## src/rtl/cla_seq_pkg.sv

```systemverilog
// Shared constants for the sequential CLA adder: FSM encoding, slice width
// and the counter-width helper.
package cla_seq_pkg;

  localparam logic [1:0] IDLE = 2'd0;
  localparam logic [1:0] RUN  = 2'd1;
  localparam logic [1:0] DONE = 2'd2;

  localparam int SLICE_W = 4;

  function automatic int clog2(input int n);
    int r;
    r = 0;
    while ((1 << r) < n) r++;
    return r;
  endfunction

endpackage

```

## src/rtl/cla_nibble.sv

```systemverilog
// Purely combinational 4-bit carry-lookahead slice; every carry is a
// flat generate/propagate sum of products of the slice inputs.
module cla_nibble (
  input  logic [3:0] a,
  input  logic [3:0] b,
  input  logic       cin,
  output logic [3:0] sum,
  output logic       cout
);

  logic [3:0] g;
  logic [3:0] p;
  logic       c1;
  logic       c2;
  logic       c3;

  assign g = a & b;
  assign p = a ^ b;

  assign c1   = g[0] | (p[0] & cin);
  assign c2   = g[1] | (p[1] & g[0]) | (p[1] & p[0] & cin);
  assign c3   = g[2] | (p[2] & g[1]) | (p[2] & p[1] & g[0])
              | (p[2] & p[1] & p[0] & cin);
  assign cout = g[3] | (p[3] & g[2]) | (p[3] & p[2] & g[1])
              | (p[3] & p[2] & p[1] & g[0]) | (p[3] & p[2] & p[1] & p[0] & cin);

  assign sum = p ^ {c3, c2, c1, cin};

endmodule

```

## src/rtl/cla_seq_adder.sv

```systemverilog
// WIDTH-bit adder that reuses one 4-bit CLA slice per nibble, LSB first,
// with valid/ready handshakes. Define CLA_SEQ_OVF_EN to add the ovf output.
module cla_seq_adder
  import cla_seq_pkg::*;
#(
  parameter int WIDTH = 16
) (
  input  logic             clk,
  input  logic             rst_n,
  input  logic             start_valid,
  output logic             start_ready,
  input  logic [WIDTH-1:0] a,
  input  logic [WIDTH-1:0] b,
  input  logic             cin,
  output logic             result_valid,
  input  logic             result_ready,
  output logic [WIDTH-1:0] sum,
  output logic             cout,
  output logic             busy
`ifdef CLA_SEQ_OVF_EN
  ,
  output logic             ovf
`endif
);

  localparam int NIBBLES = WIDTH / SLICE_W;
  localparam int CNT_W   = (clog2(NIBBLES) < 1) ? 1 : clog2(NIBBLES);

  logic [1:0]       state_q, state_d;
  logic [WIDTH-1:0] a_sh_q, a_sh_d;
  logic [WIDTH-1:0] b_sh_q, b_sh_d;
  logic [WIDTH-1:0] sum_sh_q, sum_sh_d;
  logic             carry_q, carry_d;
  logic [CNT_W-1:0] cnt_q, cnt_d;
  logic             rdy_q, rdy_d;
`ifdef CLA_SEQ_OVF_EN
  logic             ovf_q, ovf_d;
`endif

  logic [3:0]       slice_sum;
  logic             slice_cout;
  logic [WIDTH-1:0] sum_next;

  cla_nibble u_slice (
    .a    (a_sh_q[3:0]),
    .b    (b_sh_q[3:0]),
    .cin  (carry_q),
    .sum  (slice_sum),
    .cout (slice_cout)
  );

  // New nibble enters at the top so the LSB nibble lands at bit 0 after the last pass.
  generate
    if (NIBBLES == 1) begin : g_one
      assign sum_next = slice_sum;
    end else begin : g_many
      assign sum_next = {slice_sum, sum_sh_q[WIDTH-1:SLICE_W]};
    end
  endgenerate

  always_comb begin
    state_d  = state_q;
    a_sh_d   = a_sh_q;
    b_sh_d   = b_sh_q;
    sum_sh_d = sum_sh_q;
    carry_d  = carry_q;
    cnt_d    = cnt_q;
`ifdef CLA_SEQ_OVF_EN
    ovf_d    = ovf_q;
`endif
    case (state_q)
      IDLE: begin
        if (start_valid && rdy_q) begin
          a_sh_d  = a;
          b_sh_d  = b;
          carry_d = cin;
          cnt_d   = '0;
          state_d = RUN;
        end
      end
      RUN: begin
        sum_sh_d = sum_next;
        a_sh_d   = a_sh_q >> SLICE_W;
        b_sh_d   = b_sh_q >> SLICE_W;
        carry_d  = slice_cout;
        cnt_d    = cnt_q + CNT_W'(1);
        if (cnt_q == CNT_W'(NIBBLES - 1)) begin
          state_d = DONE;
`ifdef CLA_SEQ_OVF_EN
          ovf_d   = slice_cout ^ (a_sh_q[3] ^ b_sh_q[3] ^ slice_sum[3]);
`endif
        end
      end
      DONE: begin
        if (result_ready) state_d = IDLE;
      end
      default: state_d = IDLE;
    endcase
    rdy_d = (state_d == IDLE);
  end

  always_ff @(posedge clk) begin
    if (!rst_n) begin
      state_q  <= IDLE;
      a_sh_q   <= '0;
      b_sh_q   <= '0;
      sum_sh_q <= '0;
      carry_q  <= 1'b0;
      cnt_q    <= '0;
      rdy_q    <= 1'b0;
`ifdef CLA_SEQ_OVF_EN
      ovf_q    <= 1'b0;
`endif
    end else begin
      state_q  <= state_d;
      a_sh_q   <= a_sh_d;
      b_sh_q   <= b_sh_d;
      sum_sh_q <= sum_sh_d;
      carry_q  <= carry_d;
      cnt_q    <= cnt_d;
      rdy_q    <= rdy_d;
`ifdef CLA_SEQ_OVF_EN
      ovf_q    <= ovf_d;
`endif
    end
  end

  // After the final pass the carry register holds the carry out of bit WIDTH-1.
  assign start_ready  = rdy_q;
  assign result_valid = (state_q == DONE);
  assign busy         = (state_q == RUN) || (state_q == DONE);
  assign sum          = sum_sh_q;
  assign cout         = carry_q;
`ifdef CLA_SEQ_OVF_EN
  assign ovf          = ovf_q;
`endif

endmodule
```

## config.mk

```make
export PLATFORM = sky130hd
export DESIGN_NAME = cla_seq_adder
export DESIGN_NICKNAME = d
export VERILOG_FILES = /design/src/rtl/cla_seq_pkg.sv /design/src/rtl/cla_nibble.sv /design/src/rtl/cla_seq_adder.sv
export SDC_FILE = /design/constraint.sdc
export NUM_CORES = 1
export LEC_CHECK = 0
export BUFFER_PORTS_ARGS = -buffer_cell sky130_fd_sc_hd__buf_2
export CORE_MARGIN = 2
export CORE_UTILIZATION = 40
export CTS_CLUSTER_DIAMETER = 40
export DETAILED_ROUTE_END_ITERATION = 12
export PLACE_DENSITY = 0.67
export SYNTH_ARGS = -nofsm -noshare
export SYNTH_HDL_FRONTEND = slang
export SYNTH_SLANG_ARGS = --single-unit
```

## constraint.sdc

```tcl
create_clock -name clk -period 1.7 [get_ports clk]
set_clock_uncertainty 0.15 [all_clocks]
set_input_delay 0 -clock clk [delete_from_list [all_inputs] [get_ports clk]]
set_output_delay 0 -clock clk [all_outputs]
set_load 0.02 [all_outputs]
```

==> results.json, run 1 <==
{
  "insertion_delay_ns": 0.31,
  "antenna_found_initial": 0,
  "core_sq_um": 5990,
  "tritoncts.num_buffers": 5,
  "drt_pass1_iterations": 4,
  "drive_above_1_share_pct": 28.3,
  "fin_nets": 396,
  "antenna_cells": 0,
  "crit_buf_inv": 3,
  "critPathLaunchType": "flip-flop",
  "grt_pass1_wl_um": 9050,
  "cp.arrival_ns": 1.73,
  "synthTopCellsByArea": "dfxtp_1 (43%), mux2i_1 (15%), o211a_1 (9.9%)",
  "max_cap_viol_count": 0,
  "rows": 28,
  "synth_seq_cells": 54,
  "min_path_type": "input port to flip-flop",
  "drc": 0,
  "ys_seq_area_share_pct": 42.9,
  "yosysWarnings": 0,
  "setup_viol": 0,
  "layout_common_cells": "buf_2 (56), dfxtp_1 (51), mux2i_1 (37)",
  "wire_per_inst_um": 14.5,
  "p_leak_nw": 1.68,
  "placedInstanceArea_sq_um": 2930,
  "period_share_pct": 98.6,
  "finalPower_mw": 3.14,
  "critical-path-top-delay-family": "compound AO/OA/AOI/OAI gates",
  "crit_fanout": 12,
  "cts_buffer_depth": 2,
  "fin_area_sq_um": 3560,
  "track_usage_pct": 15.7,
  "synth_largest_area_cell": "dfxtp_1",
  "power_density_nw_per_um2": 881,
  "synth.cell_area_sq_um": 2520,
  "htreeDepth": 2,
  "vias_per_cell": 5.08,
  "fmax_mhz": 597,
  "first_iter_violations": 84,
  "hold_path.startpoint": "rst_n",
  "routed_wl_um": 6160,
  "synth.top_cell.area_share_pct": 42.9,
  "clk_pin_slew_ns": 0.10,
  "layout_commonest_cell": "buf_2",
  "grt_pass1_vias": 1991,
  "end_kind": "flip-flop",
  "ff2ff_path_depth": 7,
  "slew_violations": 0,
  "timing.final.crit_period_ns": 1.68,
  "die_h_um": 83.4,
  "place.gp.congestion": 0.727,
  "dieArea_sq_um": 6950,
  "hpwl_um": 3700,
  "required_ns": 1.75,
  "ant_nets": 0,
  "hold_viol": 0,
  "clock_tree.root_cell": "clkbuf_8",
  "slew_headroom_pct": 62.3,
  "cts_tree": "yes",
  "reg2reg_slack_ns": 0.02,
  "worstMarginPinSlew_ns": 0.565,
  "cpMaxStageDelayCell": "dfxtp_2",
  "r2r-end": "a_sh_q[8]",
  "max_stage_delay_ns": 0.34,
  "outcome": "completed",
  "crit_chain": "inv_2 > ha_4 > a21boi_4 > nor2_4 > buf_12 > clkbuf_16 > o211a_1",
  "crit_type": "flip-flop to flip-flop",
  "clock-sinks": 54,
  "synthToLayoutAreaGrowth_pct": 41.3,
  "min_to": "a_sh_q[11]",
  "dieWidth_um": 83.4,
  "synth_fp_nets": 298,
  "synthesis.instances": 251,
  "r2r_start": "state_q[1]",
  "synth.distinct_cells": 33,
  "grt_max_degree": 49,
  "synth_area_per_cell_sq_um": 10.0,
  "whs_ns": 0.0565,
  "num_vias": 2159,
  "start_util_pct": 42.1,
  "whs_path_depth": 2,
  "place.port_buffers": 56,
  "grt_overflow_total": 0,
  "io_pins": 57,
  "irDropWorstVdd_mv": 0.584
}
==> how the worst max path moves through the flow <==
stage | start | to | slack [ns] | depth (start not counted)
finish | state_q[1] | a_sh_q[8] | 0.02 | 7
global route | b_sh_q[0] | sum[15] | -0.04 | 5
CTS | state_q[0] | a_sh_q[10] | 0.01 | 7
detailed placement | state_q[0] | b_sh_q[13] | -0.04 | 6
global placement | state_q[0] | a_sh_q[12] | 0.006 | 6
floorplan | state_q[0] | a_sh_q[13] | 0.03 | 7
==> routing by layer <==
layer / track usage [%] / part of all wire (%) / vias to the layer above
met5: 0 / 0 / -
met4: 3.58 / 0.50 / 0
met3: 3.38 / 4.1 / 5
met2: 26.5 / 49 / 56
met1: 20.6 / 46 / 1020
li1: - / - / 1078
==> layout make-up <==
type / instances / area, sq um
repair buffers: 109 / 858
multi-input cells: 173 / 1390
inverters: 6 / 25.0
flip-flops and latches: 54 / 1090
clock inverters: 3 / 40.0
clock buffers: 5 / 68.8
fillers: 531 / 2430
well taps: 75 / 93.8
==> Yosys cell counts <==
| cell | n |
|---|---|
| a22oi_1 | 8 |
| ha_1 | 9 |
| o211a_1 | 25 |
| nand3_1 | 2 |
| clkbuf_1 | 8 |
| mux2i_1 | 37 |
| a31oi_1 | 1 |
| buf_4 | 2 |
| dfxtp_1 | 54 |
| a21boi_0 | 1 |
| xor2_1 | 1 |
| or2_1 | 1 |
| nor2b_1 | 24 |
| a311o_1 | 1 |
| and2_1 | 2 |
| buf_6 | 3 |
| o21ai_0 | 2 |
| buf_2 | 5 |
| a21oi_1 | 4 |
| o31ai_1 | 1 |
| nand2_1 | 30 |
| nand4b_1 | 1 |
| a21boi_4 | 1 |
| o21bai_1 | 1 |
| nor3_1 | 6 |
| a211oi_1 | 2 |
| inv_1 | 5 |
| nor2_1 | 9 |
| nor3b_1 | 1 |
| clkinv_1 | 1 |
| and4_1 | 1 |
| fa_1 | 1 |
| nand3b_1 | 1 |
==> cell families after synthesis <==
family | count (synthesis) | share of synthesized area, %
buf+inv | 24 | 5.01
mux | 37 | 14.7
compound gates | 47 | 16.4
fa+ha+maj | 10 | 5.26
flops | 54 | 42.9
xor+xnor | 1 | 0.348
simple gates | 78 | 15.4
==> power by group <==
part	switching (mW)	internal, mW
sequential	0.0772	1.38
clock	0.422	0.434
combinational	0.380	0.447
==> flip-flops by register name, indices dropped and copies added (netlist names) <==
| register | cells |
|---|---|
| a_sh_q | 16 |
| b_sh_q | 16 |
| cnt_q | 2 |
| cout | 1 |
| start_ready | 1 |
| state_q | 2 |
| sum | 16 |
==> through the flow <==
step / cells / TNS, ns / utilization, % / setup slack (ns)
2_1_floorplan: 251 / 0 / - / 0.0328
3_3_place_gp: 377 / 0 / 48.8 / 0.00599
3_5_place_dp: 377 / -0.210 / 48.8 / -0.0414
4_1_cts: 418 / 0 / 56.2 / 0.0126
5_1_grt: 425 / -0.352 / 59.4 / -0.0387
6_report: 425 / 0 / 59.4 / 0.0236
==> repair_timing <==
item	4_1_cts	5_1_grt
setup endpoints to repair	9	35
setup buffers	0	3
gates cloned	0	4
hold buffers	33	0
resized for setup	1	18
pin swaps	1	5
hold endpoints to repair	33	0
Power figures use the tool's default switching activity.
==> run 2: changes to the inputs <==
--- a/config.mk
+++ b/config.mk
@@ -10,7 +10,6 @@
 export CORE_UTILIZATION = 40
 export CTS_CLUSTER_DIAMETER = 40
 export DETAILED_ROUTE_END_ITERATION = 12
-export PLACE_DENSITY = 0.67
 export SYNTH_ARGS = -nofsm -noshare
 export SYNTH_HDL_FRONTEND = slang
 export SYNTH_SLANG_ARGS = --single-unit
==> run 2 against run 1 <==
Compared with the run above:
- critical path depth shrank 2
- largest cell class unchanged
- global-route usage grew 0.12 points
- power grew 5.1%
- design area grew 1.4%
- core utilization grew 0.84 points
- worst hold slack gained 0.00065 ns
- sequential share of layout area shrank 0.39 points
- clock power grew 19%
- final cell count grew 0.94%
- combinational power shrank 0.6%
- non-clock buffer count grew 4
==> results.json, run 2 (same netlist as run 1, synthesis figures left out) <==
{
  "min_to": "state_q[1]",
  "slew_violations": 0,
  "antenna_cells": 0,
  "power_density_nw_per_um2": 914,
  "clock-sinks": 54,
  "timing.final.crit_period_ns": 1.65,
  "clock_tree.root_cell": "clkbuf_8",
  "rows": 28,
  "wl_met1_um": 2750,
  "grt_max_degree": 49,
  "die_h_um": 83.4,
  "outcome": "completed",
  "slew_headroom_pct": 60.2,
  "p_leak_nw": 1.71,
  "wire_per_inst_um": 13.9,
  "finalPower_mw": 3.30,
  "r2r-end": "sum[15]",
  "max_stage_delay_ns": 0.35,
  "cts_buffer_depth": 2,
  "crit_chain": "ha_4 > a211oi_4 > nor2_2 > mux2i_1 > a311o_1",
  "cp.arrival_ns": 1.70,
  "drc": 0,
  "end_kind": "flip-flop",
  "routed_wl_um": 5950,
  "reg2reg_slack_ns": 0.05,
  "insertion_delay_ns": 0.30,
  "crit_type": "flip-flop to flip-flop",
  "r2r_start": "a_sh_q[0]",
  "crit_fanout": 3,
  "synthToLayoutAreaGrowth_pct": 43.3,
  "max_cap_viol_count": 0,
  "hpwl_um": 3650,
  "drive_above_1_share_pct": 29.7,
  "whs_path_depth": 5,
  "period_share_pct": 96.9,
  "fin_nets": 400,
  "tritoncts.num_buffers": 5,
  "cts_tree": "yes",
  "fin_setup_tns_ns": 0,
  "wl_met2_um": 2910,
  "place.port_buffers": 56,
  "irDropWorstVdd_mv": 0.634,
  "num_vias": 2129,
  "grt_overflow_total": 0,
  "drt_pass1_iterations": 4,
  "cpMaxStageDelayCell": "dfxtp_2",
  "hold_viol": 0,
  "ff2ff_path_depth": 5,
  "hold_path.startpoint": "result_ready",
  "track_usage_pct": 15.8,
  "required_ns": 1.75,
  "place.gp.congestion": 0.752,
  "grt_pass1_vias": 2011,
  "io_pins": 57,
  "dieWidth_um": 83.4,
  "start_util_pct": 42.1,
  "layout_common_cells": "buf_2 (56), dfxtp_1 (50), mux2i_1 (37)",
  "highest_layer": "met4",
  "min_path_type": "input port to flip-flop",
  "worstMarginPinSlew_ns": 0.597,
  "first_iter_violations": 96,
  "fmax_mhz": 607,
  "dieArea_sq_um": 6950,
  "crit_buf_inv": 0,
  "setup_viol": 0,
  "vias_per_cell": 4.96,
  "ant_nets": 0,
  "clk_pin_slew_ns": 0.10,
  "grt_pass1_wl_um": 9210,
  "core_sq_um": 5990,
  "critPathLaunchType": "flip-flop",
  "htreeDepth": 2,
  "antenna_found_initial": 0,
  "layout_commonest_cell": "buf_2",
  "critical-path-top-delay-family": "compound AO/OA/AOI/OAI gates",
  "dr_wl_met3_um": 252
}
run 2: tightest hold or removal path: cells and delay by family:
kind / cells / cell delay (ns)
simple gates: 4 / 0.42
buf+inv: 1 / 0.07
run 2: cell type report:
| class | count | area [sq um] |
|---|---|---|
| Sequential cell | 54 | 1090 |
| Tap cell | 75 | 93.8 |
| Fill cell | 502 | 2380 |
| Clock buffer | 5 | 68.8 |
| Multi-Input combinational cell | 173 | 1390 |
| Clock inverter | 3 | 68.8 |
| Inverter | 6 | 25.0 |
| Timing Repair Buffer | 113 | 876 |
run 2: power breakdown:
group	total (mW)	leakage [nW]	internal, mW	switching, mW
combinational	0.822	1.19	0.452	0.370
clock	1.02	0.0683	0.590	0.434
sequential	1.45	0.443	1.38	0.0764
total	3.30	1.71	2.42	0.880
run 2: per-stage QoR:
step	worst slack [ns]	utilization [%]	cells	area (sq um)	hold WS, ns
after floorplan	0.0328	-	251	2530	0.0207
after global placement	-0.0206	49.2	382	2950	0.111
after detailed placement	-0.0746	49.2	382	2950	0.129
after CTS	0.0246	57.1	423	3420	0.0635
after global routing	-0.00545	60.3	429	3610	0.0796
final	0.0526	60.3	429	3610	0.0571
run 2: metal layers:
layer  track usage, %  up-vias
met5                0        -
met4             4.17        0
met3             3.78        4
met2             26.6       49
met1             20.3      991
li1                 -     1085
run 2: what timing repair did:
item                                   in CTS  in global routing
pin swaps                                   1                  3
endpoints found under the hold margin      33                  0
setup buffers                               0                  2
cloned                                      0                  4
setup endpoints to repair                  12                 31
hold buffers                               33                  0
resized for setup                           2                 19
run 2: worst max-delay path by stage:
stage                from    endpoint  slack [ns]  depth (start not counted)
2_1_floorplan  state_q[0]  a_sh_q[13]        0.03                          7
3_3_place_gp   state_q[0]  a_sh_q[12]       -0.02                          6
3_5_place_dp   state_q[0]  a_sh_q[12]       -0.07                          6
4_1_cts         a_sh_q[0]     sum[15]        0.02                          5
5_1_grt        state_q[1]   b_sh_q[7]      -0.005                          7
6_report        a_sh_q[0]     sum[15]        0.05                          5
==> run 3: changes to the inputs <==
--- a/config.mk
+++ b/config.mk
@@ -12,4 +12,5 @@
 export DETAILED_ROUTE_END_ITERATION = 12
 export SYNTH_ARGS = -nofsm -noshare
 export SYNTH_HDL_FRONTEND = slang
+export SYNTH_HIERARCHICAL = 1
 export SYNTH_SLANG_ARGS = --single-unit
==> run 3 against run 2 <==
Compared with the run above:
- core utilization down 3.9 points
- sequential share of layout area increased by 0.34 points
- design area decreased by 1.4%
- final cell count down 1.6%
- register-to-register slack got worse by 0.04 ns
- first-iteration DRC count decreased by 10%
- critical path type unchanged
- routed wire length increased by 2.4%
- clock power is 15% lower
- die area rose by 2.8%
- non-clock buffer count shrank 8
==> results.json, run 3 <==
{
  "routed_wl_um": 6090,
  "hpwl_um": 3650,
  "core_sq_um": 6310,
  "cpMaxStageDelayCell": "dfxtp_2",
  "finalPower_mw": 3.11,
  "post_cts_buffers": 0,
  "synth_edf_count": 0,
  "place_ws_ns": -0.0313,
  "synthesis.instances": 254,
  "synth_fp_nets": 301,
  "critPathLaunchType": "flip-flop",
  "slew_violations": 0,
  "io_pins": 57,
  "synth.top_cell.area_share_pct": 41.7,
  "p_leak_nw": 1.70,
  "crit_chain": "ha_4 > a21o_1 > a31o_1 > a21o_1 > mux2i_1 > nand3_1 > o211a_1",
  "min_path_type": "input port to flip-flop",
  "insertion_delay_ns": 0.31,
  "layout_commonest_cell": "buf_2",
  "p_switching_mw": 0.868,
  "synth_area_per_cell_sq_um": 10.2,
  "dieArea_sq_um": 7150,
  "cp.arrival_ns": 1.74,
  "first_iter_violations": 86,
  "antenna_cells": 0,
  "ys_seq_area_share_pct": 41.7,
  "slew_headroom_pct": 65.2,
  "grt_pass1_vias": 2130,
  "hold_viol": 0,
  "worstMarginPinSlew_ns": 0.521,
  "crit_type": "flip-flop to flip-flop",
  "required_ns": 1.76,
  "rsz0062_at_grt": "true",
  "clock-sinks": 54,
  "synth.distinct_cells": 38,
  "rows": 29,
  "outcome": "completed",
  "crit_fanout": 2,
  "period_share_pct": 99.2,
  "synthTopCellsByArea": "dfxtp_1 (42%), mux2i_1 (16%), o211a_1 (9.6%)",
  "max_cap_viol_count": 0,
  "whs_ns": 0.00716,
  "grt_pass1_wl_um": 9980,
  "setup_viol": 0,
  "path_common_cell": "a21o_1",
  "synth.cell_area_sq_um": 2590,
  "place.port_buffers": 56,
  "tritoncts.num_buffers": 5,
  "clkPwrFrac_pct": 27.8,
  "fmax_mhz": 593,
  "yosysWarnings": 6,
  "cts_buffer_depth": 2,
  "p_int_mw": 2.24,
  "htreeDepth": 2,
  "synth.most_common_cell": "dfxtp_1",
  "ys.flop_type": "dfxtp_1",
  "finalWorstSetupSlack_ns": 0.0133,
  "power_frac_seq_pct": 46.8,
  "end_kind": "flip-flop",
  "max_stage_delay_ns": 0.35,
  "synth_largest_area_cell": "dfxtp_1",
  "timing.final.crit_period_ns": 1.69,
  "vias_per_cell": 5.08,
  "clock_tree.root_cell": "clkbuf_8",
  "antenna_found_initial": 0,
  "clk_pin_slew_ns": 0.10,
  "pwr-share-comb_pct": 25.5,
  "grt_overflow_total": 0,
  "wire_per_inst_um": 14.4,
  "layout_common_cells": "buf_2 (56), dfxtp_1 (50), mux2i_1 (41)",
  "die_h_um": 84.5,
  "dieWidth_um": 84.5,
  "power_density_nw_per_um2": 873,
  "placed_cells": 380,
  "switching_share_pct": 27.9,
  "place.gp.congestion": 0.749,
  "fillers": 584,
  "num_vias": 2145,
  "ys_async_sr_fraction_pct": 0,
  "start_util_pct": 41.1,
  "ys_top_cells_by_count": "dfxtp_1 (54), mux2i_1 (41), nand3_1 (26), o211a_1 (25), nor2b_1 (16)",
  "drt_pass1_iterations": 4,
  "fin_nets": 391,
  "synthToLayoutAreaGrowth_pct": 37.3,
  "ant_nets": 0,
  "cts_tree": "yes",
  "final-instance-count-excl-fill": 422,
  "drc": 0,
  "drive_above_1_share_pct": 28.4,
  "grt_max_degree": 55,
  "irDropWorstVdd_mv": 0.460,
  "track_usage_pct": 17.1,
  "synth_seq_cells": 54
}
## run 3: cell count changes after synthesis, sizes merged, moves of 3 or more
cell    change
o21ai       +8
buf         +4
nor2b       -8
nand3      +24
a22oi       -8
a21o        +3
nor2        -7
nor3        -6
inv         +3
a21boi      +9
nand2      -22
mux2i       +4
## run 3: layout make-up
type	instances	area [sq um]	area share [%]
inverters	8	30.0	0.843
clock buffers	5	68.8	1.93
multi-input cells	170	1430	40.1
clock inverters	3	40.0	1.12
flip-flops and latches	54	1090	30.5
well taps	77	96.3	2.70
repair buffers	105	811	22.8
## run 3: layer usage
layer / vias up / GRT usage [%] / part of all wire [%]
li1: 1080 / - / -
met1: 1002 / 23.1 / 48
met2: 59 / 27.6 / 46
met3: 4 / 3.83 / 4.8
met4: 0 / 4.33 / 0.89
met5: - / 0 / 0
## run 3: worst max-delay path: cells and delay by family (launching register included)
| family | cells | cell delay (ns) |
|---|---|---|
| DFF | 1 | 0.35 |
| and+or+nand+nor | 1 | 0.08 |
| muxes | 1 | 0.12 |
| adders and majority gates | 1 | 0.23 |
| AOI/OAI and AO/OA | 4 | 0.66 |
## run 3: power by group through the flow
stage / clock [mW] / sequential, mW / combinational, mW
finish: 0.864 / 1.45 / 0.792
global route: 0.933 / 1.47 / 0.870
CTS: 0.889 / 1.45 / 0.768
detailed placement: 0 / 1.47 / 0.696
global placement: 0 / 1.47 / 0.692
floorplan: 0 / 1.47 / 0.462
## run 3: cells by family after synthesis
kind of cell	synth area share, %
and+or+nand+nor	12.7
AOI/OAI and AO/OA	18.0
DFF	41.7
muxes	15.8
buffers and inverters	5.69
adders and majority gates	5.11
xor gates and xnor gates	1.01
## run 3: final timing paths
| path | from | endpoint | slack (ns) | cells past startpoint |
|---|---|---|---|---|
| worst max-delay path | a_sh_q[0] | cout | 0.01 | 7 |
| worst min-delay path | result_ready | state_q[0] | 0.007 | 4 |
| worst max register to register | a_sh_q[0] | cout | 0.01 | 7 |
| worst min register to register | b_sh_q[13] | b_sh_q[13] | 0.33 | 2 |
## run 3: timing repair
| action | CTS | global route |
|---|---|---|
| resized for setup | 7 | 7 |
| setup endpoints to repair | 22 | 34 |
| pin swaps | 2 | 3 |
| hold endpoints to repair | 33 | 0 |
| gates cloned | 0 | 1 |
| hold buffers | 33 | 0 |
## run 3: per-stage QoR
stage | area [sq um] | utilization, % | TNS, ns
6_report | 3560 | 56.4 | 0
5_1_grt | 3560 | 56.4 | -0.0851
4_1_cts | 3500 | 55.5 | -0.0226
3_5_place_dp | 3030 | 48.0 | -0.0427
3_3_place_gp | 3030 | 48.0 | -0.0232
2_1_floorplan | 2590 | - | 0
